<file path="config.mk">
export PLATFORM = sky130hd
export DESIGN_NAME = adc_uart_sequencer_flat
export DESIGN_NICKNAME = d
export VERILOG_FILES = /design/src/rtl/adc_uart_sequencer_pkg.sv /design/src/rtl/adc_uart_sequencer_if.sv /design/src/rtl/adc_uart_sequencer_hex_ascii_enc.sv /design/src/rtl/adc_uart_sequencer.sv /design/src/flat_wrapper.sv
export SDC_FILE = /design/constraint.sdc
export NUM_CORES = 1
export LEC_CHECK = 0
export BUFFER_PORTS_ARGS = -buffer_cell sky130_fd_sc_hd__clkbuf_2
export CELL_PAD_IN_SITES_DETAIL_PLACEMENT = 0
export CELL_PAD_IN_SITES_GLOBAL_PLACEMENT = 2
export CORE_AREA = 2 2 107 57
export CTS_CLUSTER_DIAMETER = 100
export DETAILED_ROUTE_END_ITERATION = 8
export DIE_AREA = 0 0 109 59
export HOLD_SLACK_MARGIN = 0.03
export PLACE_DENSITY = 0.89
export SLEW_MARGIN = 20
export SYNTH_ARGS = -nofsm -noshare
export SYNTH_HDL_FRONTEND = slang
export SYNTH_SLANG_ARGS = --single-unit
export TNS_END_PERCENT = 1
</file>
<file path="constraint.sdc">
create_clock -name clk -period 3.4 [get_ports clk]
set_input_delay 0.34 -clock clk [delete_from_list [all_inputs] [get_ports clk]]
set_output_delay 0.34 -clock clk [all_outputs]
set_load 0.02 [all_outputs]
</file>
<file path="src/rtl/adc_uart_sequencer_pkg.sv">
// adc_uart_sequencer_pkg: shared state encoding, frame constants and hex-to-ASCII helper
package adc_seq_pkg;

    typedef enum logic [1:0] {
        IDLE     = 2'd0,
        ADC_WAIT = 2'd1,
        TX_WAIT  = 2'd2
    } state_e;

    localparam logic [7:0] CHAR_CR   = 8'h0D;
    localparam logic [7:0] CHAR_LF   = 8'h0A;
    localparam int         FRAME_LEN = 4;

    function automatic logic [7:0] hex_ascii(input logic [3:0] n);
        return (n < 4'd10) ? 8'h30 + {4'h0, n} : 8'h37 + {4'h0, n};
    endfunction

endpackage

</file>
<file path="src/rtl/adc_uart_sequencer_if.sv">
// adc_uart_sequencer_if: ADC request/result and UART byte handshake bundle
interface adc_uart_sequencer_if;

    logic       adc_start;
    logic       adc_done;
    logic [7:0] adc_data;
    logic [7:0] tx_data;
    logic       tx_load;
    logic       tx_done;

    modport master (
        output adc_start, tx_data, tx_load,
        input  adc_done, adc_data, tx_done
    );

    modport slave (
        input  adc_start, tx_data, tx_load,
        output adc_done, adc_data, tx_done
    );

endinterface

</file>
<file path="src/rtl/adc_uart_sequencer_hex_ascii_enc.sv">
// hex_ascii_enc: combinational 4-bit nibble to uppercase ASCII hex digit
module hex_ascii_enc
    import adc_seq_pkg::*;
(
    input  logic [3:0] nib_i,
    output logic [7:0] ascii_o
);

    assign ascii_o = hex_ascii(nib_i);

endmodule

</file>
<file path="src/rtl/adc_uart_sequencer.sv">
// adc_uart_sequencer: triggers one ADC conversion and streams {hex_hi, hex_lo, CR, LF} to the UART; ADC_SEQ_AUTO_EN adds a periodic trigger
module adc_uart_sequencer
    import adc_seq_pkg::*;
#(
    parameter int unsigned ADC_TIMEOUT_CYC = 1000,
    parameter int unsigned PERIOD_CYC      = 50_000_000
) (
    input  logic                        clk,
    input  logic                        rst,
    input  logic                        start_i,
    input  logic                        auto_en_i,
    adc_uart_sequencer_if.master        bus,
    output logic [7:0]                  sample_o,
    output logic                        sample_valid_o,
    output logic                        busy_o,
    output logic                        overrun_o,
    output logic                        timeout_err_o
);

    localparam int unsigned TW = $clog2(ADC_TIMEOUT_CYC + 1);

    state_e         state_q, state_d;
    logic [1:0]     idx_q, idx_d;
    logic [TW-1:0]  to_cnt_q, to_cnt_d;
    logic [7:0]     sample_q, sample_d;
    logic [7:0]     tx_data_q, tx_data_d;
    logic           adc_start_q, adc_start_d;
    logic           tx_load_q, tx_load_d;
    logic           sample_valid_q, sample_valid_d;
    logic           busy_q, busy_d;
    logic           overrun_q, overrun_d;
    logic           timeout_err_q, timeout_err_d;
    logic           trig;
    logic [3:0]     nib;
    logic [7:0]     hex_c;

`ifdef ADC_SEQ_AUTO_EN
    localparam int unsigned PW = $clog2(PERIOD_CYC + 1);

    logic [PW-1:0]  per_cnt_q, per_cnt_d;
    logic           tick;

    assign tick      = auto_en_i && per_cnt_q == PW'(PERIOD_CYC - 1);
    assign per_cnt_d = (!auto_en_i || tick) ? '0 : per_cnt_q + 1'b1;
    assign trig      = start_i | tick;

    // period counter: free-runs while auto_en is high, held at zero otherwise
    always_ff @(posedge clk) begin
        if (rst) per_cnt_q <= '0;
        else     per_cnt_q <= per_cnt_d;
    end
`else
    localparam int unsigned unused_period = PERIOD_CYC;
    logic unused_auto;

    assign unused_auto = auto_en_i;
    assign trig        = start_i;
`endif

    // the single encoder sees the high nibble while capturing, the low nibble afterwards
    assign nib = (state_q == ADC_WAIT) ? bus.adc_data[7:4] : sample_q[3:0];

    hex_ascii_enc u_enc (
        .nib_i   (nib),
        .ascii_o (hex_c)
    );

    // next-state and registered-output decode
    always_comb begin
        state_d        = state_q;
        idx_d          = idx_q;
        to_cnt_d       = to_cnt_q;
        sample_d       = sample_q;
        tx_data_d      = tx_data_q;
        adc_start_d    = 1'b0;
        tx_load_d      = 1'b0;
        sample_valid_d = 1'b0;
        timeout_err_d  = 1'b0;
        overrun_d      = trig && state_q != IDLE;
        case (state_q)
            IDLE: begin
                if (trig) begin
                    state_d     = ADC_WAIT;
                    adc_start_d = 1'b1;
                    to_cnt_d    = '0;
                end
            end
            ADC_WAIT: begin
                if (bus.adc_done) begin
                    sample_d       = bus.adc_data;
                    sample_valid_d = 1'b1;
                    tx_data_d      = hex_c;
                    tx_load_d      = 1'b1;
                    idx_d          = 2'd0;
                    state_d        = TX_WAIT;
                end else if (to_cnt_q == TW'(ADC_TIMEOUT_CYC - 1)) begin
                    timeout_err_d = 1'b1;
                    state_d       = IDLE;
                end else begin
                    to_cnt_d = to_cnt_q + 1'b1;
                end
            end
            TX_WAIT: begin
                if (bus.tx_done) begin
                    if (idx_q == 2'(FRAME_LEN - 1)) begin
                        state_d = IDLE;
                    end else begin
                        idx_d     = idx_q + 2'd1;
                        tx_load_d = 1'b1;
                        tx_data_d = (idx_q == 2'd0) ? hex_c : (idx_q == 2'd1) ? CHAR_CR : CHAR_LF;
                    end
                end
            end
            default: state_d = IDLE;
        endcase
        busy_d = state_d != IDLE;
    end

    // state and output registers
    always_ff @(posedge clk) begin
        if (rst) begin
            state_q        <= IDLE;
            idx_q          <= '0;
            to_cnt_q       <= '0;
            sample_q       <= '0;
            tx_data_q      <= '0;
            adc_start_q    <= 1'b0;
            tx_load_q      <= 1'b0;
            sample_valid_q <= 1'b0;
            busy_q         <= 1'b0;
            overrun_q      <= 1'b0;
            timeout_err_q  <= 1'b0;
        end else begin
            state_q        <= state_d;
            idx_q          <= idx_d;
            to_cnt_q       <= to_cnt_d;
            sample_q       <= sample_d;
            tx_data_q      <= tx_data_d;
            adc_start_q    <= adc_start_d;
            tx_load_q      <= tx_load_d;
            sample_valid_q <= sample_valid_d;
            busy_q         <= busy_d;
            overrun_q      <= overrun_d;
            timeout_err_q  <= timeout_err_d;
        end
    end

    assign bus.adc_start  = adc_start_q;
    assign bus.tx_data    = tx_data_q;
    assign bus.tx_load    = tx_load_q;
    assign sample_o       = sample_q;
    assign sample_valid_o = sample_valid_q;
    assign busy_o         = busy_q;
    assign overrun_o      = overrun_q;
    assign timeout_err_o  = timeout_err_q;

endmodule

</file>
<file path="src/flat_wrapper.sv">
// flat-port wrapper written by rule: the top's interface ports become plain ports
module adc_uart_sequencer_flat import adc_seq_pkg::*;
#(
    parameter int unsigned ADC_TIMEOUT_CYC = 1000,
    parameter int unsigned PERIOD_CYC      = 50_000_000
)
  (clk, rst, start_i, auto_en_i, sample_o, sample_valid_o, busy_o, overrun_o, timeout_err_o, bus_adc_start, bus_tx_data, bus_tx_load, bus_adc_done, bus_adc_data, bus_tx_done);
  adc_uart_sequencer_if bus_i ();
  input  logic clk;
  input  logic rst;
  input  logic start_i;
  input  logic auto_en_i;
  output logic [7:0] sample_o;
  output logic sample_valid_o;
  output logic busy_o;
  output logic overrun_o;
  output logic timeout_err_o;
  output wire logic [$bits(bus_i.adc_start)-1:0] bus_adc_start;
  output wire logic [$bits(bus_i.tx_data)-1:0] bus_tx_data;
  output wire logic [$bits(bus_i.tx_load)-1:0] bus_tx_load;
  input wire logic [$bits(bus_i.adc_done)-1:0] bus_adc_done;
  input wire logic [$bits(bus_i.adc_data)-1:0] bus_adc_data;
  input wire logic [$bits(bus_i.tx_done)-1:0] bus_tx_done;
  assign bus_adc_start = bus_i.adc_start;
  assign bus_tx_data = bus_i.tx_data;
  assign bus_tx_load = bus_i.tx_load;
  assign bus_i.adc_done = bus_adc_done;
  assign bus_i.adc_data = bus_adc_data;
  assign bus_i.tx_done = bus_tx_done;
  adc_uart_sequencer #(.ADC_TIMEOUT_CYC(ADC_TIMEOUT_CYC), .PERIOD_CYC(PERIOD_CYC)) u_core (.clk(clk), .rst(rst), .start_i(start_i), .auto_en_i(auto_en_i), .bus(bus_i), .sample_o(sample_o), .sample_valid_o(sample_valid_o), .busy_o(busy_o), .overrun_o(overrun_o), .timeout_err_o(timeout_err_o));
endmodule
</file>
==> impl_metrics.yaml <==
outcome:
  status: "completed"
floorplanning:
  chipWidth_um: 109
  dieArea_mm2: 0.00643
  io_pins: 36
  rows: 19
  core_area_mm2: 0.00540
  start_util_pct: 31.6
  fp.dieH_um: 59
detailed_routing:
  ant_nets: 0
  drt_first_iter_violations: 41
  routed.top_layer: "met4"
  wirelength_um: 3910
  met3_length_um: 95
  drt-met1-wl_um: 2030
  via_per_inst: 4.96
  dr.pass1.iters: 5
  wl_met2_um: 1740
  vias: 1538
  wl_per_cell_um: 12.6
  drc: 0
worst_setup_path:
  endpoint_kind: "flop"
  regToRegStartpoint: "u_core.state_q[1]"
  required_ns: 3.61
  slowest_delay_ns: 0.62
  arrival_ns: 2.75
  reg2reg_depth: 6
  cp_cell_sequence: "inv_1, ha_1, and2_1, or4_4, or3_1, a21oi_1"
  reg2reg_to: "u_core.to_cnt_q[8]"
  critPathMaxFanout: 20
  slowest_stage: "or4_4"
  r2r_slack_ns: 0.87
  start_kind: "flop"
  crit_type: "reg2reg"
logic_synthesis:
  syn_area_per_cell_um2: 8.36
  synth-seq-cells: 35
  synth_flop_cell: "dfxtp_1"
  syn_nets: 227
  synthCells: 204
  ys_warn_count: 0
  synthesis.area_mm2: 0.00171
  yosysUniqueCellTypes: 46
  async_flop_share_pct: 0
  synth_edf_count: 0
  yosysSeqAreaShare_pct: 41.1
clocking:
  cts.sinks: 35
  post_cts_resized: 0
  htree_num_levels: 2
  cts.path.max_buffers: 2
  cts.clk_slew.worst_paths_ns: 0.07
  cts-buffers-inserted: 5
  clock_latency_ns: 0.28
  cts_setup_buffers: 0
  cts_tree: "built"
  cts-hold-fix-buffers: 0
  cts-root-buf: "clkbuf_8"
power:
  p_sw_share_pct: 30.3
  peakVddDrop_uv: 186
  net-switching-power_w: 0.000305
  power_frac_seq_pct: 45.0
  total_power_w: 0.00101
  leakagePower_nw: 0.768
  power.internal_w: 0.000701
  clkPwrFrac_pct: 33.0
  p_comb_share_pct: 22.0
  power_density_mw_per_mm2: 498
hold_path:
  hold_path_end: "u_core.sample_o[2]"
  worst_hold_path_type: "in2reg"
  whs_path_depth: 3
  min-delay-start: "bus_adc_data[2]"
timing:
  slew_violations: 0
  finClkSkew_ns: 0.00697
  setup_viol: 0
  fin_crit_ns: 2.53
  rsz0062_at_grt: "no"
  hold_ws_ns: 0.274
  hold_viol: 0
  slew-limit-headroom_pct: 50.1
  tightest_slew_ns: 0.748
  period_share_pct: 74.6
  finalSetupTns_ns: 0
  fmax_mhz: 394
final_layout:
  layout-drive-gt1-share_pct: 18.1
  nNetsFinal: 259
  fin_cells: 310
  final_util_pct: 37.4
  num-fill-cells: 578
  antennaDiodeCount: 0
  area_growth_pct: 18.4
run:
  maxCapViolCount: 0
grt:
  grt_pass1_wl_um: 6240
  grt_start_max_net_pins: 28
  overflow: 0
  grtUsageTotal_pct: 12.4
  antenna_found_initial: 0
  grt_pass1_vias: 1329
placed_design:
  place_congestion: 0.776
  place_inst: 302
  dpl.hpwl_um: 2820
  port_buffers: 33
how the worst max path moves through the flow:
stage                             to              start
2_1_floorplan  u_core.bus.tx_data[6]  u_core.state_q[1]
5_1_grt           u_core.to_cnt_q[9]  u_core.state_q[1]
3_5_place_dp      u_core.to_cnt_q[8]  u_core.state_q[1]
4_1_cts           u_core.to_cnt_q[8]  u_core.state_q[1]
3_3_place_gp      u_core.to_cnt_q[8]  u_core.state_q[1]
6_report          u_core.to_cnt_q[8]  u_core.state_q[1]
per-stage QoR:
step                      instance area (um2)  setup WS, ns
after global placement                   1920         0.896
final                                    2020         0.865
after floorplan                          1710          1.33
after CTS                                2020         0.865
after detailed placement                 1920         0.883
after global routing                     2020         0.691
synth_stat cells (2+ instances only):
| library cell | number | area [um2] |
|---|---|---|
| inv_1 | 5 | 18.8 |
| nor2b_1 | 2 | 12.5 |
| clkbuf_1 | 5 | 18.8 |
| nor3_1 | 5 | 25.0 |
| dfxtp_1 | 35 | 701 |
| a311oi_1 | 3 | 26.3 |
| nor4_1 | 3 | 18.8 |
| o31ai_1 | 2 | 15.0 |
| nand2b_1 | 6 | 37.5 |
| or4_1 | 3 | 22.5 |
| o21ai_0 | 8 | 40.0 |
| nand4_1 | 4 | 25.0 |
| and2_1 | 2 | 12.5 |
| ha_1 | 9 | 113 |
| nand3b_1 | 3 | 22.5 |
| a21oi_1 | 24 | 120 |
| mux2i_1 | 4 | 40.0 |
| nand3_1 | 4 | 20.0 |
| nor2_1 | 17 | 63.8 |
| o211ai_1 | 2 | 15.0 |
| or3_1 | 5 | 31.3 |
| nand2_1 | 29 | 109 |
flip-flops by register name (all words and copies together) (netlist names), 2 cells and up:
signal / flops
u_core.state_q: 2
u_core.to_cnt_q: 10
u_core.bus.tx_data: 7
u_core.idx_q: 2
u_core.sample_o: 8
layout make-up:
cell class              instances  area (um2)  area share, %
inverters                       5        18.8          0.929
clock buffers                   8         100           4.96
repair buffers                 33         165           8.18
flip-flops and latches         35         701           34.7
well taps                      73        91.3           4.52
multi-input cells             156         943           46.7
cells in the final DEF, fill, tap and decap left out, types with 2 or more instances in the layout:
cell / Yosys / layout
dfxtp_1: 35 / 35
or4_1: 3 / 3
o211ai_1: 2 / 2
inv_1: 5 / 5
or3_1: 5 / 5
nand2_1: 29 / 29
nand3_1: 4 / 4
o31ai_1: 2 / 2
a311oi_1: 3 / 3
nor2b_1: 2 / 2
clkbuf_8: 0 / 7
nor4_1: 3 / 3
clkbuf_2: 0 / 33
nor2_1: 17 / 17
o21ai_0: 8 / 8
nor3_1: 5 / 5
nand2b_1: 6 / 6
mux2i_1: 4 / 4
a21oi_1: 24 / 24
and2_1: 2 / 2
ha_1: 9 / 9
nand4_1: 4 / 4
nand3b_1: 3 / 3
per-layer routing:
layer  vias to the layer above  track usage (%)
li1                        790                -
met1                       723             16.7
met4                         0             4.95
met2                        21             19.3
met5                         -                0
met3                         4             3.08
critical path: cells and delay by family (launching register included):
kind | cells | cell delay (ns)
simple gates | 3 | 1.44
fa+ha+maj | 1 | 0.44
flops | 1 | 0.38
compound gates | 1 | 0.13
buf+inv | 1 | 0.08
power by group through the flow:
| stage | combinational [W] | clock (W) | sequential (W) |
|---|---|---|---|
| floorplan | 0.000137 | 0 | 0.000489 |
| global placement | 0.000220 | 0 | 0.000461 |
| detailed placement | 0.000221 | 0 | 0.000462 |
| CTS | 0.000222 | 0.000343 | 0.000453 |
| global route | 0.000247 | 0.000361 | 0.000455 |
| finish | 0.000221 | 0.000332 | 0.000453 |
cell families (layout without fill, tap and decap cells):
family,after synthesis,after routing,share of synthesized area (%)
adders and majority gates,9,9,6.60
xor gates and xnor gates,2,2,1.03
buffers and inverters,13,46,3.60
DFF,35,35,41.1
muxes,4,4,2.35
other,1,1,0.220
AOI/OAI and AO/OA,51,51,18.6
and+or+nand+nor,89,89,26.6
Note: power is estimated with default switching activity, not from simulation.
